[config.mk]
export PLATFORM = sky130hd
export DESIGN_NAME = fec_cc_encoder
export DESIGN_NICKNAME = d
export VERILOG_FILES = /design/src/rtl/wimax_pkg.sv /design/src/rtl/fec_cc_encoder_if.sv /design/src/rtl/fec_pingpong_buf.sv /design/src/rtl/fec_cc_encoder.sv
export SDC_FILE = /design/constraint.sdc
export NUM_CORES = 1
export LEC_CHECK = 0
export ABC_CLOCK_PERIOD_IN_PS = 3500
export CAP_MARGIN = 20
export CORE_MARGIN = 4
export CORE_UTILIZATION = 52
export DETAILED_ROUTE_END_ITERATION = 10
export GPL_ROUTABILITY_DRIVEN = 0
export PLACE_DENSITY = 0.71
export SETUP_SLACK_MARGIN = 0.1
export SYNTH_ARGS = -nofsm -noshare
export SYNTH_HDL_FRONTEND = slang
export SYNTH_HIERARCHICAL = 1
export SYNTH_SLANG_ARGS = --single-unit
[constraint.sdc]
create_clock -name clock -period 3.5 [get_ports clock]
set_input_delay 0.35 -clock clock [delete_from_list [all_inputs] [get_ports clock]]
set_output_delay 0.35 -clock clock [all_outputs]
set_load 0.05 [all_outputs]
[src/rtl/wimax_pkg.sv]
// Shared definitions for the WiMAX OFDM FEC chain.
// Holds the default block size and convolutional generators, the ping-pong
// bank state and read FSM enums, and the generator tap helper.
package wimax_pkg;

  localparam int         WIMAX_BLOCK_BITS = 96;
  localparam logic [6:0] WIMAX_G1         = 7'o171;  // X output
  localparam logic [6:0] WIMAX_G2         = 7'o133;  // Y output

  typedef enum logic [1:0] {
    BANK_EMPTY   = 2'd0,
    BANK_FILLING = 2'd1,
    BANK_FULL    = 2'd2,
    BANK_READING = 2'd3
  } bank_state_e;

  typedef enum logic [1:0] {
    RD_IDLE    = 2'd0,
    RD_PRELOAD = 2'd1,
    RD_ENCODE  = 2'd2
  } rd_state_e;

  // win[6] = current input bit, win[0] = input delayed by 6.
  function automatic logic cc_tap(input logic [6:0] gen, input logic [6:0] win);
    return ^(gen & win);
  endfunction

endpackage

[src/rtl/fec_cc_encoder_if.sv]
// Serial one-bit stream bundle used between FEC stages.
//   data  : payload bit
//   valid : source has a bit on data
//   ready : sink can take a bit
// Handshake: a bit transfers on a rising clock edge where valid && ready are
// both high. Once valid is raised the source keeps data and valid steady
// until that transfer; ready may change freely and does not depend on valid.
interface fec_cc_encoder_if;
  logic data;
  logic valid;
  logic ready;

  modport master (output data, output valid, input ready);
  modport slave  (input data, input valid, output ready);
endinterface

[src/rtl/fec_pingpong_buf.sv]
// Two-bank ping-pong store for randomized bits awaiting encoding.
// Ports:
//   clock, reset        : rising-edge clock, async active-low reset
//   wr (slave)          : serial input stream; wr.ready is a flop
//   rd_start            : oldest bank (after any rd_done this cycle) -> READING
//   rd_done             : reading bank -> EMPTY, read pointer moves on
//   rd_addr / rd_bit    : combinational random read of the reading bank
//   rd_tail             : last six bits of the reading bank, [5] = last bit
//   oldest_full         : bank at the read pointer is FULL
//   other_full          : the bank behind the read pointer is FULL
module fec_pingpong_buf
  import wimax_pkg::*;
#(
  parameter int BLOCK_BITS = WIMAX_BLOCK_BITS,
  localparam int CW = $clog2(BLOCK_BITS)
) (
  input  logic                  clock,
  input  logic                  reset,
  fec_cc_encoder_if.slave       wr,
  input  logic                  rd_start,
  input  logic                  rd_done,
  input  logic [CW-1:0]         rd_addr,
  output logic                  rd_bit,
  output logic [5:0]            rd_tail,
  output logic                  oldest_full,
  output logic                  other_full
);

  logic [BLOCK_BITS-1:0] mem_q [2];
  logic [BLOCK_BITS-1:0] mem_d [2];
  bank_state_e           bank_q [2];
  bank_state_e           bank_d [2];
  logic                  wr_bank_q, wr_bank_d;
  logic                  rd_bank_q, rd_bank_d;
  logic [CW-1:0]         wr_cnt_q, wr_cnt_d;
  logic                  ready_q, ready_d;
  logic                  accept;

  assign wr.ready    = ready_q;
  assign accept      = wr.valid && ready_q;
  assign rd_bit      = mem_q[rd_bank_q][rd_addr];
  assign rd_tail     = mem_q[rd_bank_q][BLOCK_BITS-1 -: 6];
  assign oldest_full = (bank_q[rd_bank_q] == BANK_FULL);
  assign other_full  = (bank_q[!rd_bank_q] == BANK_FULL);

  always_comb begin
    mem_d     = mem_q;
    bank_d    = bank_q;
    wr_bank_d = wr_bank_q;
    rd_bank_d = rd_bank_q;
    wr_cnt_d  = wr_cnt_q;

    // Release first so a start in the same cycle claims the next bank.
    if (rd_done) begin
      bank_d[rd_bank_q] = BANK_EMPTY;
      rd_bank_d         = !rd_bank_q;
    end
    if (rd_start) begin
      bank_d[rd_bank_d] = BANK_READING;
    end

    // The write bank is never the reading bank while ready is high.
    if (accept) begin
      mem_d[wr_bank_q][wr_cnt_q] = wr.data;
      if (wr_cnt_q == CW'(BLOCK_BITS - 1)) begin
        bank_d[wr_bank_q] = BANK_FULL;
        wr_cnt_d          = '0;
        wr_bank_d         = !wr_bank_q;
      end else begin
        bank_d[wr_bank_q] = BANK_FILLING;
        wr_cnt_d          = wr_cnt_q + CW'(1);
      end
    end

    ready_d = (bank_d[wr_bank_d] == BANK_EMPTY) || (bank_d[wr_bank_d] == BANK_FILLING);
  end

  always_ff @(posedge clock or negedge reset) begin
    if (!reset) begin
      for (int i = 0; i < 2; i++) begin
        mem_q[i]  <= '0;
        bank_q[i] <= BANK_EMPTY;
      end
      wr_bank_q <= 1'b0;
      rd_bank_q <= 1'b0;
      wr_cnt_q  <= '0;
      ready_q   <= 1'b0;
    end else begin
      mem_q     <= mem_d;
      bank_q    <= bank_d;
      wr_bank_q <= wr_bank_d;
      rd_bank_q <= rd_bank_d;
      wr_cnt_q  <= wr_cnt_d;
      ready_q   <= ready_d;
    end
  end

endmodule

[src/rtl/fec_cc_encoder.sv]
// Rate-1/2, K=7 tail-biting convolutional encoder (802.16 OFDM FEC).
// Input bits are collected per block in a ping-pong buffer; each full block
// is encoded as X0,Y0,X1,Y1,... with the encoder state preloaded from the
// block's last six bits so the trellis starts and ends in the same state.
// Ports:
//   clock, reset          : rising-edge clock, async active-low reset
//   data_in/valid_in      : serial input bit, transfers when ready_out is high
//   ready_out             : registered, high while the write bank has room
//   data_out/valid_out    : registered serial encoded bit
//   ready_in              : downstream accepts data_out
//   dbg_rd_state          : read FSM state
module fec_cc_encoder
  import wimax_pkg::*;
#(
  parameter int         BLOCK_BITS = WIMAX_BLOCK_BITS,
  parameter logic [6:0] G1         = WIMAX_G1,
  parameter logic [6:0] G2         = WIMAX_G2
) (
  input  logic      clock,
  input  logic      reset,
  input  logic      data_in,
  input  logic      valid_in,
  output logic      ready_out,
  output logic      data_out,
  output logic      valid_out,
  input  logic      ready_in,
  output rd_state_e dbg_rd_state
);

  localparam int            CW       = $clog2(BLOCK_BITS);
  localparam int            OW       = $clog2(2 * BLOCK_BITS);
  localparam logic [OW-1:0] LAST_IDX = OW'(2 * BLOCK_BITS - 1);

  fec_cc_encoder_if wr_if ();
  assign wr_if.data  = data_in;
  assign wr_if.valid = valid_in;
  assign ready_out   = wr_if.ready;

  rd_state_e     st_q, st_d;
  logic [5:0]    enc_q, enc_d;      // [5] = delay 1 ... [0] = delay 6
  logic [OW-1:0] idx_q, idx_d;      // output bit index presented / next
  logic          cur_q, cur_d;      // input bit k being encoded
  logic          dout_q, dout_d;
  logic          vout_q, vout_d;

  logic          rd_start, rd_done, rd_bit, oldest_full, other_full;
  logic [5:0]    rd_tail;
  logic [CW-1:0] rd_addr;
  logic [OW-1:0] load_idx;
  logic          load;
  logic [6:0]    window;

  fec_pingpong_buf #(.BLOCK_BITS(BLOCK_BITS)) u_buf (
    .clock       (clock),
    .reset       (reset),
    .wr          (wr_if),
    .rd_start    (rd_start),
    .rd_done     (rd_done),
    .rd_addr     (rd_addr),
    .rd_bit      (rd_bit),
    .rd_tail     (rd_tail),
    .oldest_full (oldest_full),
    .other_full  (other_full)
  );

  assign data_out     = dout_q;
  assign valid_out    = vout_q;
  assign dbg_rd_state = st_q;

  always_comb begin
    st_d     = st_q;
    enc_d    = enc_q;
    idx_d    = idx_q;
    cur_d    = cur_q;
    dout_d   = dout_q;
    vout_d   = vout_q;
    rd_start = 1'b0;
    rd_done  = 1'b0;
    load     = 1'b0;
    window   = '0;

    // The bit to load next is the one after the presented bit, or the
    // first bit when nothing is presented yet.
    load_idx = vout_q ? (idx_q + OW'(1)) : idx_q;
    rd_addr  = CW'(load_idx >> 1);

    case (st_q)
      RD_IDLE: begin
        if (oldest_full) begin
          rd_start = 1'b1;
          st_d     = RD_PRELOAD;
        end
      end
      RD_PRELOAD: begin
        enc_d  = rd_tail;
        idx_d  = '0;
        vout_d = 1'b0;
        st_d   = RD_ENCODE;
      end
      RD_ENCODE: begin
        if (!vout_q) begin
          load = 1'b1;
        end else if (ready_in) begin
          // Bit k enters the shift register only once Yk has been taken.
          if (idx_q[0]) enc_d = {cur_q, enc_q[5:1]};
          if (idx_q == LAST_IDX) begin
            vout_d  = 1'b0;
            idx_d   = '0;
            rd_done = 1'b1;
            if (other_full) begin
              rd_start = 1'b1;
              st_d     = RD_PRELOAD;
            end else begin
              st_d = RD_IDLE;
            end
          end else begin
            load = 1'b1;
          end
        end
      end
      default: st_d = RD_IDLE;
    endcase

    if (load) begin
      idx_d  = load_idx;
      vout_d = 1'b1;
      window = {rd_bit, enc_d};
      dout_d = load_idx[0] ? cc_tap(G2, window) : cc_tap(G1, window);
      if (!load_idx[0]) cur_d = rd_bit;
    end
  end

  always_ff @(posedge clock or negedge reset) begin
    if (!reset) begin
      st_q   <= RD_IDLE;
      enc_q  <= '0;
      idx_q  <= '0;
      cur_q  <= 1'b0;
      dout_q <= 1'b0;
      vout_q <= 1'b0;
    end else begin
      st_q   <= st_d;
      enc_q  <= enc_d;
      idx_q  <= idx_d;
      cur_q  <= cur_d;
      dout_q <= dout_d;
      vout_q <= vout_d;
    end
  end

endmodule

---- Word-level counts from Yosys, hierarchy flattened ----
Cells that the tools add are included.
cells by class
  add/sub/neg operators ................... 2
  multiply operators ...................... 0
  div/mod/pow operators ................... 0
  order comparisons ....................... 11
  eq/ne operators ......................... 15
  shift operators ......................... 0
  multiplexer cells ....................... 68
  bitwise gates (word level) .............. 15
  reductions and logical operators ........ 18
operators by type and width
  cell                                                                                  count
  96-bit 2-to-1 mux                                                                     4
  192-bit bitwise mux                                                                   1
  96-bit demux with 1-bit select                                                        1
  8-bit 2-to-1 mux                                                                      5
  2-bit 2-to-1 mux                                                                      16
  1-bit 2-to-1 mux                                                                      23
  6-bit 2-to-1 mux                                                                      3
  7-bit by 8-bit less-than comparator with 1-bit output (second input constant)         2
  4-bit 2-to-1 mux                                                                      4
  8-bit case mux with 2 select lines                                                    1
  7-bit XOR reduction                                                                   2
  6-bit case mux with 2 select lines                                                    1
  4-bit AND reduction                                                                   3
  2-bit greater-or-equal comparator (second input constant)                             5
  2-bit inequality test (second input constant)                                         5
  1-bit NOT with 2-bit output                                                           5
  3-bit inequality test (second input constant)                                         3
  8-bit by 1-bit adder with 8-bit output (second input constant)                        1
  8-bit == test (second input constant)                                                 1
  7-bit by 1-bit adder with 7-bit output (second input constant)                        1
  1-bit binary-select mux with 7-bit select                                             1
  1-bit demux with 7-bit select                                                         1
  7-bit == test (second input constant)                                                 1
  7-bit by 1-bit greater-or-equal comparator with 1-bit output (second input constant)  1
  21 further kinds                                                                      38
storage, ports and cells
  register bits ........................... 225
  latch bits .............................. 0
  bits in writable memories ............... 0
  bits in read-only memories .............. 0
  memories kept ........................... 0

---- Longest topological paths before layout ----
Gate-level depths: netlist (run 1).
  word-level depth ........................ 21
  depth in mapped cells ................... 15
  mapped depth without buffers ............ 13

---- Hierarchy ----
The synthesis (run 1) kept the hierarchy.
modules (own cells, without submodules)
  module            times used  cells each  area each (um^2)  sequential area each (um^2)
  fec_pingpong_buf  1           918         10,677.7          5,154.9
  fec_cc_encoder    1           146         1,310.0           475.5

---- Worst setup path before layout (run 1) ----
No wires, ideal clock.
  path kind ............................... register -> register
  start ................................... register vout_q (netlist: valid_out)
  end ..................................... register dout_q (netlist: data_out)
  setup time .............................. 76 ps
  arrival ................................. 3,401 ps
  required time ........................... 3,424 ps
  setup slack ............................. 23 ps
  stages on the path, launching flop included .. 15
  path buffers ............................ 4
  period minus slack after synthesis ...... 3,477 ps
  cells stage by stage .................... dfrtp_1 -> buf_4 -> mux2_2 -> buf_6 -> buf_6 -> buf_6 -> mux4_2 -> mux4_2 -> nand3b_1 -> o21ai_1 -> nor3_1 -> a21oi_1 -> xnor2_1 -> xnor3_1 -> o21ai_1
between the ends
  cells in the longest elaborated chain, start to end .. 5
  elaborated cells on any way between the ends .. 10
  classes of those cells .................. mux: 8; reduce/logical: 2
ends and longest elaborated chain
  what                                         line                    text
  start, declared                              fec_cc_encoder.sv:44    logic vout_q, vout_d;
  start signal, assigned                       fec_cc_encoder.sv:147   vout_q <= vout_d;
  8-bit 2-to-1 mux *                           fec_cc_encoder.sv:84    load_idx = vout_q ? (idx_q + OW'(1)) : idx_q;
  via load_idx[1]                              fec_cc_encoder.sv:49    logic [OW-1:0] load_idx;
  1-bit binary-select mux with 7-bit select *  fec_pingpong_buf.sv:41  assign rd_bit = mem_q[rd_bank_q][rd_addr];
  1-bit 2-to-1 mux (implied by the code) *     fec_pingpong_buf.sv:41
  via rd_bit                                   fec_cc_encoder.sv:46    logic rd_start, rd_done, rd_bit, oldest_full, other_full;
  7-bit XOR reduction                          wimax_pkg.sv:25         return ^(gen & win);
  1-bit 2-to-1 mux *                           fec_cc_encoder.sv:128   dout_d = load_idx[0] ? cc_tap(G2, window) : cc_tap(G1, window);
  end signal, assigned                         fec_cc_encoder.sv:146   dout_q <= dout_d;
  end, declared                                fec_cc_encoder.sv:43    logic dout_q, dout_d;
Mark *: on every way through the listed nets, which the timed path passes. The rest lies on a longest branch. The select of a mux whose other input is x is not followed.
A chain may end at the register's enable or synchronous reset.

---- Worst setup path after layout (run 1) ----
  start ................................... register idx_q[0]
  end ..................................... register dout_q (netlist: data_out)
between the ends
  cells in the longest elaborated chain, start to end .. 6
  elaborated cells on any way between the ends .. 16
  classes of those cells .................. add/sub: 1; eq/ne: 1; mux: 12; reduce/logical: 2
ends and longest elaborated chain
  what                                         line                    text
  start, declared                              fec_cc_encoder.sv:41    logic [OW-1:0] idx_q, idx_d;
  start signal, assigned                       fec_cc_encoder.sv:144   idx_q <= idx_d;
  8-bit by 1-bit adder with 8-bit output *     fec_cc_encoder.sv:84
  8-bit 2-to-1 mux *                           fec_cc_encoder.sv:84
  via load_idx[1]                              fec_cc_encoder.sv:49
  1-bit binary-select mux with 7-bit select *  fec_pingpong_buf.sv:41
  1-bit 2-to-1 mux (implied by the code) *     fec_pingpong_buf.sv:41
  via rd_bit                                   fec_cc_encoder.sv:46
  7-bit XOR reduction                          wimax_pkg.sv:25
  1-bit 2-to-1 mux *                           fec_cc_encoder.sv:128
Marks and branches as above.

==> results of run 1 <==
power breakdown:
part	internal [mW]	switching (mW)
combinational	0.402	0.605
clock	1.74	1.04
sequential	2.84	0.228
total	4.97	1.87
state kept, by name, summed over array words and instances, names as in the netlist, 2 cells and up:
signal / flops
u_buf/mem_q: 192
u_buf/bank_q: 4
idx_q: 8
dbg_rd_state: 2
enc_q: 6
u_buf/wr_cnt_q: 7
what timing repair did:
| action | CTS | global route |
|---|---|---|
| setup endpoints to repair | 0 | 1 |
| gates resized for setup | 0 | 10 |
| endpoints found under the hold margin | 63 | 0 |
| setup buffers | 0 | 2 |
| hold buffers | 1 | 0 |
logic make-up (layout without fill, tap and decap cells):
| kind of cell | after synthesis | after routing | synth area share, % |
|---|---|---|---|
| and+or+nand+nor | 367 | 367 | 13.6 |
| muxes | 273 | 273 | 29.1 |
| DFF | 225 | 225 | 47.0 |
| buffers and inverters | 91 | 110 | 3.58 |
| AOI/OAI and AO/OA | 87 | 87 | 4.93 |
| xor gates and xnor gates | 14 | 14 | 1.14 |
| adders and majority gates | 7 | 7 | 0.731 |
path summary, 6_finish.rpt:
kind,start,endpoint,slack [ps],cells after the start
max reg2reg,idx_q[0],data_out,270,12
min,reset,dbg_rd_state[0],360,2
max,idx_q[0],data_out,270,12
min reg2reg,u_buf/mem_q[130],u_buf/mem_q[130],490,1
min in group clock,u_buf/mem_q[130],u_buf/mem_q[130],490,1
max in group asynchronous,reset,u_buf/mem_q[23],2250,3
cells in the mapped netlist, types with 7 or more instances:
cell	number	area, sq um
nor2_1	164	616
ha_1	7	87.6
a21oi_1	11	55.1
o21ai_0	18	90.1
xnor2_1	8	70.1
o22ai_1	7	43.8
nor2b_1	18	113
inv_1	8	30.0
nand2_1	105	394
buf_6	7	78.8
mux2_2	199	2240
nand2b_1	15	93.8
mux2i_1	29	290
clkbuf_1	58	218
mux2_1	7	78.8
dfrtp_1	225	5630
nor3_1	14	70.1
buf_2	10	50.1
mux4_2	33	743
nand3_1	20	100
metal layers:
metal  vias to the layer above  share of wire, %
li1                       3742                 -
met1                      4224                43
met2                       304                47
met3                        80               6.5
met4                         4               3.7
met5                         -             0.070
stage by stage:
| step | hold slack [ps] | power (mW) | cell area, sq um | utilization, % |
|---|---|---|---|---|
| 2_1_floorplan | 54.4 | 3.75 | 12000 | - |
| 3_3_place_gp | 344 | 4.07 | 12400 | 54.9 |
| 3_5_place_dp | 344 | 4.09 | 12400 | 54.9 |
| 4_1_cts | 384 | 6.90 | 13300 | 58.9 |
| 5_1_grt | 405 | 7.13 | 13500 | 59.5 |
| 6_report | 360 | 6.84 | 13500 | 59.5 |
critical path, delay by kind of cell, from the launching register on:
family          cells  cell delay, ps
fa+ha+maj           1             310
flops               1             390
compound gates      6            1410
xor+xnor            2             390
buf+inv             1             210
mux                 2             450
final cells by class:
| type | count | area [sq um] | area share, % |
|---|---|---|---|
| Clock inverter | 5 | 75.1 | 0.557 |
| Clock buffer | 41 | 818 | 6.08 |
| Inverter | 8 | 30.0 | 0.223 |
| Sequential cell | 225 | 5630 | 41.8 |
| Timing Repair Buffer | 56 | 566 | 4.20 |
| Tap cell | 285 | 357 | 2.65 |
| Multi-Input combinational cell | 748 | 5990 | 44.5 |
==> results_dict.tcl, run 1 <==
set metrics [dict create \
    min_period_ps 3230 \
    synth_seq_cells 225 \
    met2_usage_pct 37.3 \
    irDropWorstVdd_v 0.000434 \
    avgSynthCellArea_sq_um 11.3 \
    finalCritPeriodShare_pct 92.4 \
    clock_latency_ps 530 \
    slowest_delay_ps 390 \
    die-area_sq_um 25500 \
    synth-async-reset-ratio_pct 100 \
    clock-sinks 225 \
    leakagePower_nw 5.95 \
    die_w_um 160 \
    grt_max_degree 105 \
    crit_type "reg -> reg" \
    clk_path_buf_depth 3 \
    crit_fanout 10 \
    grt_overflow 0 \
    outcome "completed" \
    end_kind "flip-flop" \
    relSlewSlack_pct 35.4 \
    cp-start-kind "flip-flop" \
    dr.pass1.iters 5 \
    wirelength_um 30000 \
    port_buffers 9 \
    critPathArrivalTime_ps 3670 \
    synth_fp_nets 1076 \
    nets 1077 \
    core_sq_um 22600 \
    hold_class "in -> async" \
    synth_ff_type "dfrtp_1" \
    layout_commonest_cell "dfrtp_1" \
    rsz0062_at_grt "false" \
    use_met1_pct 32.3 \
    layout-drive-gt1-share_pct 31.7 \
    cts_root_buffer "clkbuf_16" \
    tritoncts "built" \
    grt_pass1_wl_um 47900 \
    critical_path_required_ps 3940 \
    num_rows 55 \
    drc 0 \
    grt_busiest_layer "met2" \
    setup_violations 0 \
    pin_count 10 \
    ant_nets 0 \
    wl_per_cell_um 21.9 \
    setup_tns_ps 0 \
    antenna_cells 0 \
    netlist_area_sq_um 12000 \
    synthesis.instances 1064 \
    mostFrequentLayoutCells "223 x dfrtp_1, 198 x mux2_2, 164 x nor2_1" \
    fmax_ghz 0.309 \
    fin_cells 1368 \
    die_h_um 160 \
    clock_tree.htree_level_count 1 \
    clock_skew_ps 9.10 \
    power_density_nw_per_um2 508 \
    initial_utilization_pct 52.9 \
    yosys.cell_types.count 67 \
    grt_use_total_pct 23.3 \
    vias_per_cell 6.11 \
    critPathSlowestCell "dfrtp_1" \
    yosysSeqAreaShare_pct 47.0 \
    antenna_found_initial 2 \
    grt_pass1_vias 8429 \
    dp_hpwl_um 18300 \
    finalHoldViolCount 0 \
    cp_cell_sequence "ha_1, mux2_4, clkbuf_16, mux2i_1, a221o_1, o221a_1, a211oi_2, o311ai_2, a21oi_2, xnor2_1, xnor3_1, o21ai_1" \
    setup_ws_ps 267 \
    slew_viol_final 0 \
    nFillCells 1814 \
    clkTransAtPathRegs_ps 60 \
    syn_to_final_growth_pct 12.4 \
    vias 8354 \
    synth_warnings 6 \
    drt_iter0_markers 937 \
    cts-buffers-inserted 26 \
    synth-edff-count 0 \
    dp_slack_ps 161 \
    grtUsageMet3_pct 4.18 \
    dp.cells 1316 \
    worst_pin_slew_ps 969 \
    maxCapViolCount 0 \
]
Power figures use the tool's default switching activity.
==> inputs of run 2 (changes only) <==
--- a/config.mk
+++ b/config.mk
@@ -7,11 +7,13 @@
 export LEC_CHECK = 0
 export ABC_CLOCK_PERIOD_IN_PS = 3500
 export CAP_MARGIN = 20
+export CELL_PAD_IN_SITES_DETAIL_PLACEMENT = 1
+export CELL_PAD_IN_SITES_GLOBAL_PLACEMENT = 1
 export CORE_MARGIN = 4
 export CORE_UTILIZATION = 52
 export DETAILED_ROUTE_END_ITERATION = 10
 export GPL_ROUTABILITY_DRIVEN = 0
-export PLACE_DENSITY = 0.71
+export PLACE_DENSITY = 0.83
 export SETUP_SLACK_MARGIN = 0.1
 export SYNTH_ARGS = -nofsm -noshare
 export SYNTH_HDL_FRONTEND = slang
==> results_dict.tcl, run 2 (synthesis results as in run 1) <==
set metrics [dict create \
    outcome "completed" \
    end_kind "flip-flop" \
    pin_count 10 \
    drc 0 \
    crit_fanout 9 \
    clkTransAtPathRegs_ps 60 \
    tritoncts "built" \
    grt_pass1_vias 9538 \
    r2r_start "idx_q[1]" \
    die-area_sq_um 25500 \
    dp_hpwl_um 21700 \
    port_buffers 9 \
    layout_commonest_cell "dfrtp_1" \
    finalCritPeriodShare_pct 93.6 \
    dr.pass1.iters 5 \
    num_rows 55 \
    power_frac_seq_pct 45.1 \
    power_switching_mw 1.96 \
    placed_area_sq_um 12400 \
    drt_iter0_markers 779 \
    grt_pass1_wl_um 55500 \
    p_comb_share_pct 15.9 \
    wl_per_cell_um 25.8 \
    ant_nets 0 \
    die_w_um 160 \
    critical_path_required_ps 3950 \
    vias 8655 \
    maxCapViolCount 0 \
    clkPwrFrac_pct 39.0 \
    antenna_found_initial 0 \
    syn_to_final_growth_pct 12.4 \
    power_density_nw_per_um2 505 \
    swShare_pct 28.8 \
    grt_max_degree 119 \
    clock-sinks 225 \
    setup_ws_ps 223 \
    mostFrequentLayoutCells "223 x dfrtp_1, 198 x mux2_2, 164 x nor2_1" \
    nets 1081 \
    crit_type "reg -> reg" \
    grt_overflow 0 \
    fin_cells 1369 \
    relSlewSlack_pct 39.9 \
    core_sq_um 22600 \
    cp_cell_sequence "ha_1, mux2_4, buf_12, mux4_2, mux2_2, o21ai_2, a21oi_1, o311ai_2, a21oi_2, xnor2_1, xnor3_1, o21ai_1" \
    fmax_ghz 0.305 \
    worst_pin_slew_ps 895 \
    clock_skew_ps 6.63 \
    initial_utilization_pct 52.9 \
    hp-start "u_buf/mem_q[130]" \
    min_period_ps 3280 \
    clk_path_buf_depth 3 \
    irDropWorstVdd_v 0.000336 \
    leakagePower_nw 5.95 \
    critPathSlowestCell "mux4_2" \
    slowest_delay_ps 410 \
    worst-path-buf-inv 1 \
    cts-buffers-inserted 26 \
    regMostFlops "u_buf/mem_q" \
    largest_reg_flops 192 \
    rsz0062_at_grt "false" \
    clock_tree.htree_level_count 1 \
    dp.cells 1313 \
    layout-drive-gt1-share_pct 32.1 \
    cp-start-kind "flip-flop" \
    clock_latency_ps 520 \
    setup_violations 0 \
    wirelength_um 35300 \
    finalHoldViolCount 0 \
    antenna_cells 0 \
    slew_viol_final 0 \
    critPathTopFamily "multiplexers" \
    critPathArrivalTime_ps 3720 \
    top_regs "u_buf/mem_q x192, idx_q x8, u_buf/wr_cnt_q x7" \
    startpoint "idx_q[1]" \
    intPower_mw 4.84 \
    vias_per_cell 6.32 \
    die_h_um 160 \
    nFillCells 2286 \
    hold_class "reg -> reg" \
    cts_root_buffer "clkbuf_16" \
    grt_use_total_pct 27.5 \
    final_area_sq_um 13500 \
    dp_slack_ps -122 \
]
[run 2: changes by cell type in the layout (fill, tap and decap cells not counted), moves of 2 or more]
cell,before,now
buf_6,2,0
o21ai_1,6,4
clkbuf_8,9,6
clkbuf_1,5,7
buf_4,37,41
o21ai_2,0,2
[run 2: what timing repair did]
action	4_1_cts	5_1_grt
cloned	1	1
pin swaps	4	5
endpoints found under the hold margin	107	0
setup endpoints to repair	1	1
hold buffers	1	0
resized for setup	4	14
setup buffers	4	5
[run 2: layout make-up]
type,count,area [sq um],area share (%)
clock inverters,3,40.0,0.297
multi-input cells,748,6030,44.7
inverters,8,30.0,0.223
repair buffers,60,606,4.49
flip-flops and latches,225,5630,41.8
clock buffers,40,785,5.82
well taps,285,357,2.65
[run 2: per-layer routing]
metal	share of wire, %	wire [um]	track usage (%)	vias up
li1	-	-	-	3743
met1	41	14400	35.3	4522
met2	50	17600	46.7	291
met3	4.8	1710	4.28	99
met4	4.4	1560	11.3	0
met5	0	0	0	-
[run 2: power by group through the flow]
stage / registers, mW / clock network, mW / logic [mW]
finish: 3.07 / 2.65 / 1.08
global route: 3.10 / 2.83 / 1.17
CTS: 3.06 / 2.70 / 1.07
detailed placement: 3.11 / 0 / 1.06
global placement: 3.08 / 0 / 1.02
floorplan: 2.96 / 0 / 0.786
[run 2: worst paths after layout]
path / endpoint / slack, ps / cells after the start
worst max-delay path: data_out / 220 / 12
worst min-delay path: u_buf/mem_q[130] / 490 / 1
worst max register to register: data_out / 220 / 12
worst min register to register: u_buf/mem_q[130] / 490 / 1
max in group asynchronous: u_buf/mem_q[57] / 2130 / 3
min in group asynchronous: dbg_rd_state[1] / 500 / 2
[run 2: metrics by stage]
| stage | total power [mW] | hold slack (ps) | setup TNS [ps] | utilization (%) |
|---|---|---|---|---|
| after detailed placement | 4.16 | 484 | -122 | 54.8 |
| final | 6.80 | 493 | 0 | 59.5 |
| after CTS | 6.83 | 499 | 0 | 58.9 |
| after global routing | 7.10 | 512 | 0 | 59.5 |
| after floorplan | 3.75 | 54.4 | 0 | - |
| after global placement | 4.10 | 466 | 0 | 54.8 |
